--- src/rtl/regfile_dump_reader.sv ---
// regfile_dump_reader
// Walks every architectural integer register through a shared combinational
// read port and streams each one out as an (index, data) beat on a
// valid/ready interface. Used to produce difftest / trace register dumps.
//
// The read port is driven only while the walk is in progress. Outside RUN the
// address is parked at zero, so an external mux can hand the port back to the core.
// Each beat captures rdata on the edge that loads it. Later register writes
// are not tracked, so a dump is not a coherent snapshot.

module regfile_dump_reader #(
  parameter int DATA_WIDTH = 32,
  parameter int ADDR_WIDTH = 5,
  parameter int REG_NUM    = 32
) (
  input  logic                  clk,
  input  logic                  rst_n,
  input  logic                  start,
  input  logic                  abort,
  output logic [ADDR_WIDTH-1:0] raddr,
  input  logic [DATA_WIDTH-1:0] rdata,
  output logic                  out_valid,
  input  logic                  out_ready,
  output logic [ADDR_WIDTH-1:0] out_idx,
  output logic [DATA_WIDTH-1:0] out_data,
  output logic                  busy,
  output logic                  done
);

  typedef enum logic [1:0] {
    ST_IDLE = 2'd0,
    ST_RUN  = 2'd1,
    ST_DONE = 2'd2
  } state_e;

  // The index counter is one bit wider than an address so it can hold
  // REG_NUM itself. That value marks "every register has been loaded".
  localparam logic [ADDR_WIDTH:0] IDX_END  = (ADDR_WIDTH + 1)'(REG_NUM);
  localparam logic [ADDR_WIDTH:0] IDX_ZERO = {(ADDR_WIDTH + 1){1'b0}};
  localparam logic [ADDR_WIDTH:0] IDX_ONE  = {{ADDR_WIDTH{1'b0}}, 1'b1};

  state_e                  state_r;
  state_e                  state_s;
  logic [ADDR_WIDTH:0]     idx_r;
  logic [ADDR_WIDTH:0]     idx_s;
  logic                    out_valid_r;
  logic                    out_valid_s;
  logic [ADDR_WIDTH-1:0]   out_idx_r;
  logic [ADDR_WIDTH-1:0]   out_idx_s;
  logic [DATA_WIDTH-1:0]   out_data_r;
  logic [DATA_WIDTH-1:0]   out_data_s;
  logic                    busy_r;
  logic                    busy_s;
  logic                    done_r;
  logic                    done_s;

  // The output slot can take a new beat when it is empty, or when the beat it
  // holds is being consumed on this edge.
  logic                    slot_free_s;
  logic                    load_s;

  assign slot_free_s = (~out_valid_r) | out_ready;
  assign load_s      = (state_r == ST_RUN) && (idx_r < IDX_END) && slot_free_s;

  // Drive the read port only during the walk. It is parked at zero otherwise.
  assign raddr = (state_r == ST_RUN) ? idx_r[ADDR_WIDTH-1:0] : {ADDR_WIDTH{1'b0}};

  assign out_valid = out_valid_r;
  assign out_idx   = out_idx_r;
  assign out_data  = out_data_r;
  assign busy      = busy_r;
  assign done      = done_r;

  // Next-state, index and output-slot logic. abort takes priority over load/transfer.
  always_comb begin
    state_s     = state_r;
    idx_s       = idx_r;
    out_valid_s = out_valid_r;
    out_idx_s   = out_idx_r;
    out_data_s  = out_data_r;

    case (state_r)
      ST_IDLE: begin
        if (start && !abort) begin
          state_s = ST_RUN;
          idx_s   = IDX_ZERO;
        end else begin
          state_s = ST_IDLE;
        end
      end

      ST_RUN: begin
        if (abort) begin
          state_s     = ST_IDLE;
          idx_s       = IDX_ZERO;
          out_valid_s = 1'b0;
        end else if ((idx_r == IDX_END) && slot_free_s) begin
          // The last beat, if any is pending, is consumed on this edge.
          state_s     = ST_DONE;
          out_valid_s = 1'b0;
        end else if (load_s) begin
          out_data_s  = rdata;
          out_idx_s   = idx_r[ADDR_WIDTH-1:0];
          out_valid_s = 1'b1;
          idx_s       = idx_r + IDX_ONE;
        end else begin
          // Stalled by the consumer: hold the pending beat unchanged.
          state_s = ST_RUN;
        end
      end

      ST_DONE: begin
        // start and abort are both ignored here.
        state_s = ST_IDLE;
      end

      default: begin
        state_s     = ST_IDLE;
        idx_s       = IDX_ZERO;
        out_valid_s = 1'b0;
      end
    endcase

    // busy and done are registered decodes of the next state, so they line
    // up exactly with the state register.
    busy_s = (state_s == ST_RUN) || (state_s == ST_DONE);
    done_s = (state_s == ST_DONE);
  end

  // State register and registered outputs, cleared asynchronously on reset.
  always_ff @(posedge clk or negedge rst_n) begin
    if (!rst_n) begin
      state_r     <= ST_IDLE;
      idx_r       <= IDX_ZERO;
      out_valid_r <= 1'b0;
      out_idx_r   <= {ADDR_WIDTH{1'b0}};
      out_data_r  <= {DATA_WIDTH{1'b0}};
      busy_r      <= 1'b0;
      done_r      <= 1'b0;
    end else begin
      state_r     <= state_s;
      idx_r       <= idx_s;
      out_valid_r <= out_valid_s;
      out_idx_r   <= out_idx_s;
      out_data_r  <= out_data_s;
      busy_r      <= busy_s;
      done_r      <= done_s;
    end
  end

endmodule

--- config.mk ---
export PLATFORM = sky130hd
export DESIGN_NAME = regfile_dump_reader
export DESIGN_NICKNAME = d
export VERILOG_FILES = /design/src/rtl/regfile_dump_reader.sv
export SDC_FILE = /design/constraint.sdc
export NUM_CORES = 1
export LEC_CHECK = 0
export BUFFER_PORTS_ARGS = -buffer_cell sky130_fd_sc_hd__buf_4
export CORE_ASPECT_RATIO = 0.75
export CORE_MARGIN = 8
export CORE_UTILIZATION = 50
export CTS_CLUSTER_SIZE = 30
export DETAILED_ROUTE_END_ITERATION = 10
export GPL_TIMING_DRIVEN = 0
export PLACE_DENSITY = 0.83
export SLEW_MARGIN = 20
export SYNTH_ARGS = -nofsm -noshare
export SYNTH_HDL_FRONTEND = slang
export SYNTH_SLANG_ARGS = --single-unit
--- constraint.sdc ---
create_clock -name clk -period 4.4 [get_ports clk]
set_input_delay 0.22 -clock clk [delete_from_list [all_inputs] [get_ports clk]]
set_output_delay 0.22 -clock clk [all_outputs]
set_load 0.02 [all_outputs]
==> results.txt, run 1 <==
The flow ran to the end, and the final reports show no timing, DRC or antenna violations. Once detail routing completed, the nets flagged for antenna violations numbered 0. The routed layout has 1,426 vias. In the layout the commonest cells are sky130_fd_sc_hd__buf_4 (81), sky130_fd_sc_hd__dfrtp_1 (48), sky130_fd_sc_hd__mux2_2 (29), sky130_fd_sc_hd__mux2_1 (10).

The tools report the detailed-route wire length as 4300 um. The final number of setup-violating endpoints was 0; the post-synthesis net count was 180. Via density per instance: 5.004. The area growth from synthesis to layout is 39.11%. The number of fill cells in the layout was 313. Die span in y: 70.60 um.

Based on the critical path, the design can be clocked at up to 0.5197 GHz. For the number of design rule violations left after detail routing, the log shows 0. The category of the critical setup timing path is flop to flop. The final weighted congestion in routability-driven placement was 0.8406; the number of flip-flops and latches in the synthesized netlist was 48. The run gives 0 as the number of maximum-capacitance violations. The path class of the tightest hold or removal check is primary input to flop.

For the data arrival time of the critical path, the log shows 2.10 ns. The tools report the max-slew violation count as 0. The relative slew slack was 0.6118; the detailed router's first-iteration violation count was 78.

After the last flow step, the layout net total stands at 269. Yosys printed 0 warnings. The root buffer cell is sky130_fd_sc_hd__clkbuf_8.

The clock period could shrink to 1.924 ns. The tools report the die area as 6268 um2. The sequential share of the synthesized area is 0.6045. The cell with the biggest individual delay on the critical path was sky130_fd_sc_hd__dfrtp_1. Fraction of final layout cells with drive strength greater than 1: 0.5304. The floorplan step set the die width to 88.79 um. The maximum level of the CTS H-tree is 2.

The async set-or-reset flop fraction in the synthesized netlist was 1.000. The tools report the element type at the critical path start as a flop. The detail-routed net length per standard cell is 15.09 um. The fraction of synthesized cell area taken by the top area cell type works out to 0.6045. Of all nets on the critical path, the largest fanout is 10. The worst setup path is captured at a flop.

For the pin with the worst max-slew slack, the measured transition is 0.5823 ns. By area the synthesized netlist is led by sky130_fd_sc_hd__dfrtp_1 (60%), sky130_fd_sc_hd__mux2_2 (16%), sky130_fd_sc_hd__mux2_1 (5.7%). Once routing completed, OpenROAD measured the worst setup slack at 2.476 ns. TritonCTS built the clock tree. The worst-case vdd ir drop was 0.2565 mV; the power density relative to cell area was 431.9 nW/um2. In the final routing, the length of wire on met1 measures 1752 um. The repair_antennas step left the layout with diodes totalling 0.

The region available for standard cell placement spans 3929 um2. The synthesized area divided by synthesized cell count works out to 14.19 um2. Summing all multi-input logic gate instances after layout gives 720.7 um2.

The biggest area contributor in the post-synthesis netlist is sky130_fd_sc_hd__dfrtp_1. The count of TritonRoute iterations in the first routing pass was 4; the clock edge transition at the registers on the reported setup and hold paths was 0.08 ns. The latest clock arrival within the worst-skew pair was 0.28 ns; the worst-case clock skew was 0.004552 ns. In this run the tool buffered the top-level ports with 81 buffer cells. In this run the post-CTS setup repair buffer count came out at 0.

The wire length of the first global-routing pass is 7072 um. Leaving out fill and tap cells, the most frequent cell in the layout is sky130_fd_sc_hd__buf_4. Prior to clock tree synthesis, the placed netlist has a worst setup slack of 2.484 ns.

The cell count after synthesis came out at 140. The number of buffers created by CTS was 5; the leftover overflow at the end of global routing was 0. The starting density of the core was 0.5057; the data required time at the worst endpoint was 4.57 ns. Entering global routing, the biggest net connects 49 pins. The cell family contributing the most delay on the critical path was simple AND/OR/NAND/NOR gates. Setup repair after global routing left no endpoint under its margin. Walking the worst path, the cells encountered are or3b_1 -> buf_2 -> nor3_4 -> buf_6 -> mux2_2. The number of endpoints with negative hold slack in the final report came out at 0.

The total negative setup slack was 0 ns; the largest stage delay on the critical path was 0.43 ns. Commonest register cell after synthesis: sky130_fd_sc_hd__dfrtp_1. Post-detailed-placement half-perimeter wirelength: 3387 um. The synthesized design contains 0 enable-type register cells. The floorplan has 20 rows. Counting every sink on the clock net gives 48.

The tools report the sequential standard cell area as 1201 um2. Initial antenna violation count: 0. Wire segments on met3 add up to 495 um in the final route. The tools report the met2 wire length as 2028 um. Post-synth design cell area: 1987 um2.

The run gives 1,544 as the via count of the first global-routing pass. 82 I/O pins were placed. Part of the cycle the worst path needs: 0.4373. In this run the top signal layer used is met4. For the clock tree buffer depth, the log shows 2.

Synthesis instantiated 26 different standard cells from the library. The total track usage was 0.1429; the reported leakage power was 1.347 nW. Counting both buffers and inverters, the worst setup path holds a total of 2.
Yosys cell counts (all sizes together) (2+ instances only):
library cell,instances
nor3,2
dfrtp,48
nand4,3
nor2,3
o21ai,6
mux2,39
a21oi,4
nor2b,4
ha,3
and2,6
nand2,4
buf,5
inv,4
state kept, by name (all words and copies together), names as in the netlist:
register   count
out_data      32
idx_r          6
out_idx        5
state_r        2
busy           1
done           1
out_valid      1
logic make-up after synthesis:
| group | after synthesis | synth area share |
|---|---|---|
| buffers and inverters | 9 | 0.03274 |
| adders and majority gates | 3 | 0.01889 |
| and+or+nand+nor | 26 | 0.07809 |
| AOI/OAI and AO/OA | 15 | 0.04471 |
| muxes | 39 | 0.2210 |
| DFF | 48 | 0.6045 |
routing by layer:
layer,global-route usage,up-vias
met2,0.2274,51
met5,0,-
met3,0.06829,5
met4,0.03364,0
li1,-,672
met1,0.1688,698
worst register-to-register path, delay by kind of cell (launching register included):
| kind | cells | cell delay (ns) |
|---|---|---|
| simple gates | 2 | 0.65 |
| flops | 1 | 0.43 |
| buf+inv | 2 | 0.39 |
| mux | 1 | 0.34 |
power by group:
part	total, mW	internal, mW	switching [mW]
Clock	0.257	0.128	0.128
Combinational	0.373	0.186	0.187
Sequential	0.564	0.522	0.0427
Total	1.19	0.836	0.358
worst paths after layout:
| kind | to | from | slack (ns) | cells past startpoint |
|---|---|---|---|---|
| min | out_data[25] | rdata[25] | 0.14 | 2 |
| min reg2reg | out_data[14] | out_data[14] | 0.50 | 1 |
| max | out_data[5] | state_r[0] | 2.48 | 5 |
| min in group asynchronous | out_data[18] | rst_n | 0.47 | 2 |
| max in group asynchronous | out_data[16] | rst_n | 3.53 | 2 |
| max reg2reg | out_data[5] | state_r[0] | 2.48 | 5 |
stage by stage:
stage | hold slack (ns) | utilization | power [mW] | cell area, um2 | cells
floorplan | -0.07559 | - | 0.7631 | 1987 | 140
finish | 0.1449 | 0.7035 | 1.194 | 2764 | 285
detailed placement | 0.2659 | 0.6780 | 0.9529 | 2664 | 276
global placement | 0.2696 | 0.6780 | 0.9428 | 2664 | 276
global route | 0.1303 | 0.7035 | 1.259 | 2764 | 285
CTS | 0.1356 | 0.7035 | 1.213 | 2764 | 285
cell type report:
cell class | instances | area share
Buffer | 5 | 0.01811
Timing Repair Buffer | 82 | 0.2236
Clock buffer | 8 | 0.03259
Sequential cell | 48 | 0.4346
Inverter | 4 | 0.005432
Multi-Input combinational cell | 83 | 0.2608
Tap cell | 55 | 0.02490
what timing repair did:
item | CTS | global route
hold buffers | 1 | 0
gates resized for setup | 0 | 0
endpoints found under the hold margin | 48 | 0
setup endpoints to repair | 0 | 0
Power figures use the tool's default switching activity.
==> run 2, diff against run 1 <==
- CORE_UTILIZATION: 50 -> 47
- PLACE_DENSITY: 0.83 -> 0.78
- clock period: 4.4 -> 2 ns (I/O delays scaled with it)
==> run 2 against run 1 <==
Compared with the run above: global-route usage about the same; flip-flop and latch count is the same; non-clock buffer count rose by 4; sequential power is 120% higher; clock skew increased by 0.0018 ns; critical path type unchanged; largest power group unchanged; highest routed layer unchanged.
==> results.txt, run 2 (synthesis results as in run 1) <==
The count of cells in the finished layout, fillers not included, comes to 289. In this run, placement finished with an instance count of 276. After layout, the design draws a total of 2.644 mW. The first global-routing pass estimated 7590 um of wire. The transition at the pin with the smallest max-transition slack is 0.5871 ns, and the part of the cycle the worst path needs is 0.9549. In this run the power density over the cells is 947.8 nW/um2. The run gives 14 as the detailed router's first-iteration violation count.

After clock tree synthesis, the clock-pin slew on the worst setup and hold paths is 0.08 ns. The filler cells instantiated in the layout total 331. The critical path goes through or3b_1 -> buf_6 -> nor3_4 -> buf_4 -> buf_6 -> mux2_2. The floorplan step defined a core boundary enclosing 4054 um2. 0 antenna diodes ended up in the layout. Entering global routing, the biggest net connects 49 pins. The die span in y works out to 72.31 um. The die covers 6586 um2. Relative to the synthesized area, the layout overhead comes to 40.43%. The number of flip-flops in the largest register is 32. Number of endpoints with negative hold slack in the final report: 0. For the number of nets in the layout, the log shows 273. Starting density of the core: 0.4901.

At the placement stage, the worst setup path has a slack of 0.1029 ns. The worst-case clock skew is 0.006306 ns. The tools report the peak clock frequency supported by timing as 0.5236 GHz. The final number of setup-violating endpoints was 0; the core utilization of the finished layout was 0.6883. Dividing the detail-routed wire length by the instance count gives 15.93 um. Summing over every cut layer, the via total after detailed routing is 1,435. The number of maximum-capacitance violations was 0. Most prevalent standard cell on the critical path: sky130_fd_sc_hd__buf_6. The row count is 20.

The tools report the element type at the critical path start as a flop. The initial antenna violation count is 0. For this run, the slowest stage of the critical path takes 0.40 ns.

Detailed placement finished with a half-perimeter wire length of 3500 um. TritonCTS built the clock tree. The run finished with clean final reports. Measured along the x axis, the die boundary spans 91.08 um. For the via count of the first global-routing pass, the log shows 1,516. Leaving out fill and tap cells, the most frequent cells in the layout are sky130_fd_sc_hd__buf_4 (86), sky130_fd_sc_hd__dfrtp_1 (48), sky130_fd_sc_hd__mux2_2 (29), sky130_fd_sc_hd__mux2_1 (10).

The via density per instance was 4.965. Clock tree buffer depth: 2. The category of the critical setup timing path was flop to flop. The critical path buffer and inverter count was 3; the reported leakage power was 1.370 nW.

82 I/O pins were placed. Counting every sink on the clock net gives 48. The run gives 2.18 ns as the data required time at the worst endpoint.

The tools report the nature of the critical path endpoint as a flop. For the worst setup path, the data arrival time is 2.09 ns. The library cell used most frequently in the layout, excluding fill and tap cells, is sky130_fd_sc_hd__buf_4. The run gives 4 as the count of TritonRoute iterations in the first routing pass.

Fraction of final layout cells with drive strength greater than 1: 0.5385. After detailed routing, the number of remaining DRC violations is 0. The number of buffers created by CTS was 5; the total track usage was 0.1431.

Counting I/O delays and the setup requirement, the final critical path takes 1.910 ns. For the final critical-path setup slack, the log shows 0.09028 ns. Global routing finished with a remaining overflow of 0. The placed instances occupy a cell area of 2664 um2.

Number of nets with antenna violations after routing: 0. The path class of the lowest-slack min-delay path was primary input to flop. The highest net fanout along the worst path was 7. For the relative slew slack, the log shows 0.6086. The count of buffers added on input and output ports is 81. Clock tree synthesis selected as its root buffer the cell sky130_fd_sc_hd__clkbuf_8. The final layout contains routed wiring with a total length of 4604 um. The slowest stage of the critical path belongs to the cell sky130_fd_sc_hd__dfrtp_1. The clock tree synthesis step divided the H-tree into 2 levels. The cell family contributing the most delay on the critical path was simple AND/OR/NAND/NOR gates.

The final weighted congestion in routability-driven placement is 0.8460. The max-slew violation count was 0. For the latest clock arrival within the worst-skew pair, the log shows 0.29 ns. The run gives 2790 um2 as the cell area after layout. The worst-case IR drop observed on VDD is 0.5482 mV.
run 2: cell count changes in the layout (fill, tap and decap cells not counted), sizes merged:
cell  delta
buf      +4
run 2: cell type report:
cell class	instances	area, um2	area share
sequential	48	1201	0.4305
multi-input combinational	83	720.7	0.2583
timing repair buffer	88	660.6	0.2368
clock buffer	8	90.09	0.03229
tap	55	68.82	0.02466
buffer	3	33.78	0.01211
inverter	4	15.01	0.005381
run 2: where the power goes:
part           leakage [nW]  switching [mW]  internal [mW]
Combinational         0.730           0.420          0.416
Sequential            0.595          0.0943           1.15
Clock                0.0455           0.284          0.282
Total                  1.37           0.799           1.85
run 2: metrics by stage:
step | TNS, ns | hold slack, ns
3_3_place_gp | 0 | 0.1511
5_1_grt | -0.01369 | 0.004567
2_1_floorplan | 0 | -0.1956
3_5_place_dp | 0 | 0.1479
6_report | 0 | 0.01868
4_1_cts | 0 | 0.007734
run 2: path summary, 6_finish.rpt:
path | cells after the start | startpoint | end | slack (ns)
max | 6 | state_r[1] | out_data[13] | 0.09
min | 2 | rdata[25] | out_data[25] | 0.02
max reg2reg | 6 | state_r[1] | out_data[13] | 0.09
min in group asynchronous | 2 | rst_n | out_data[24] | 0.35
min reg2reg | 1 | out_data[8] | out_data[8] | 0.49
max in group asynchronous | 2 | rst_n | out_data[0] | 1.25
run 2: timing repair:
action / in CTS / in global routing
hold buffers: 1 / 0
resized for setup: 0 / 3
endpoints found under the setup margin: 0 / 34
setup buffers: 0 / 5
hold endpoints to repair: 48 / 0
run 2: layer usage:
| layer | vias up | wire length (um) | part of all wire | GRT usage |
|---|---|---|---|---|
| met5 | - | 0 | 0 | 0 |
| met2 | 52 | 2112 | 0.46 | 0.2215 |
| met3 | 8 | 344 | 0.075 | 0.05567 |
| met4 | 0 | 52 | 0.011 | 0.04882 |
| met1 | 698 | 2095 | 0.46 | 0.1792 |
| li1 | 677 | - | - | - |
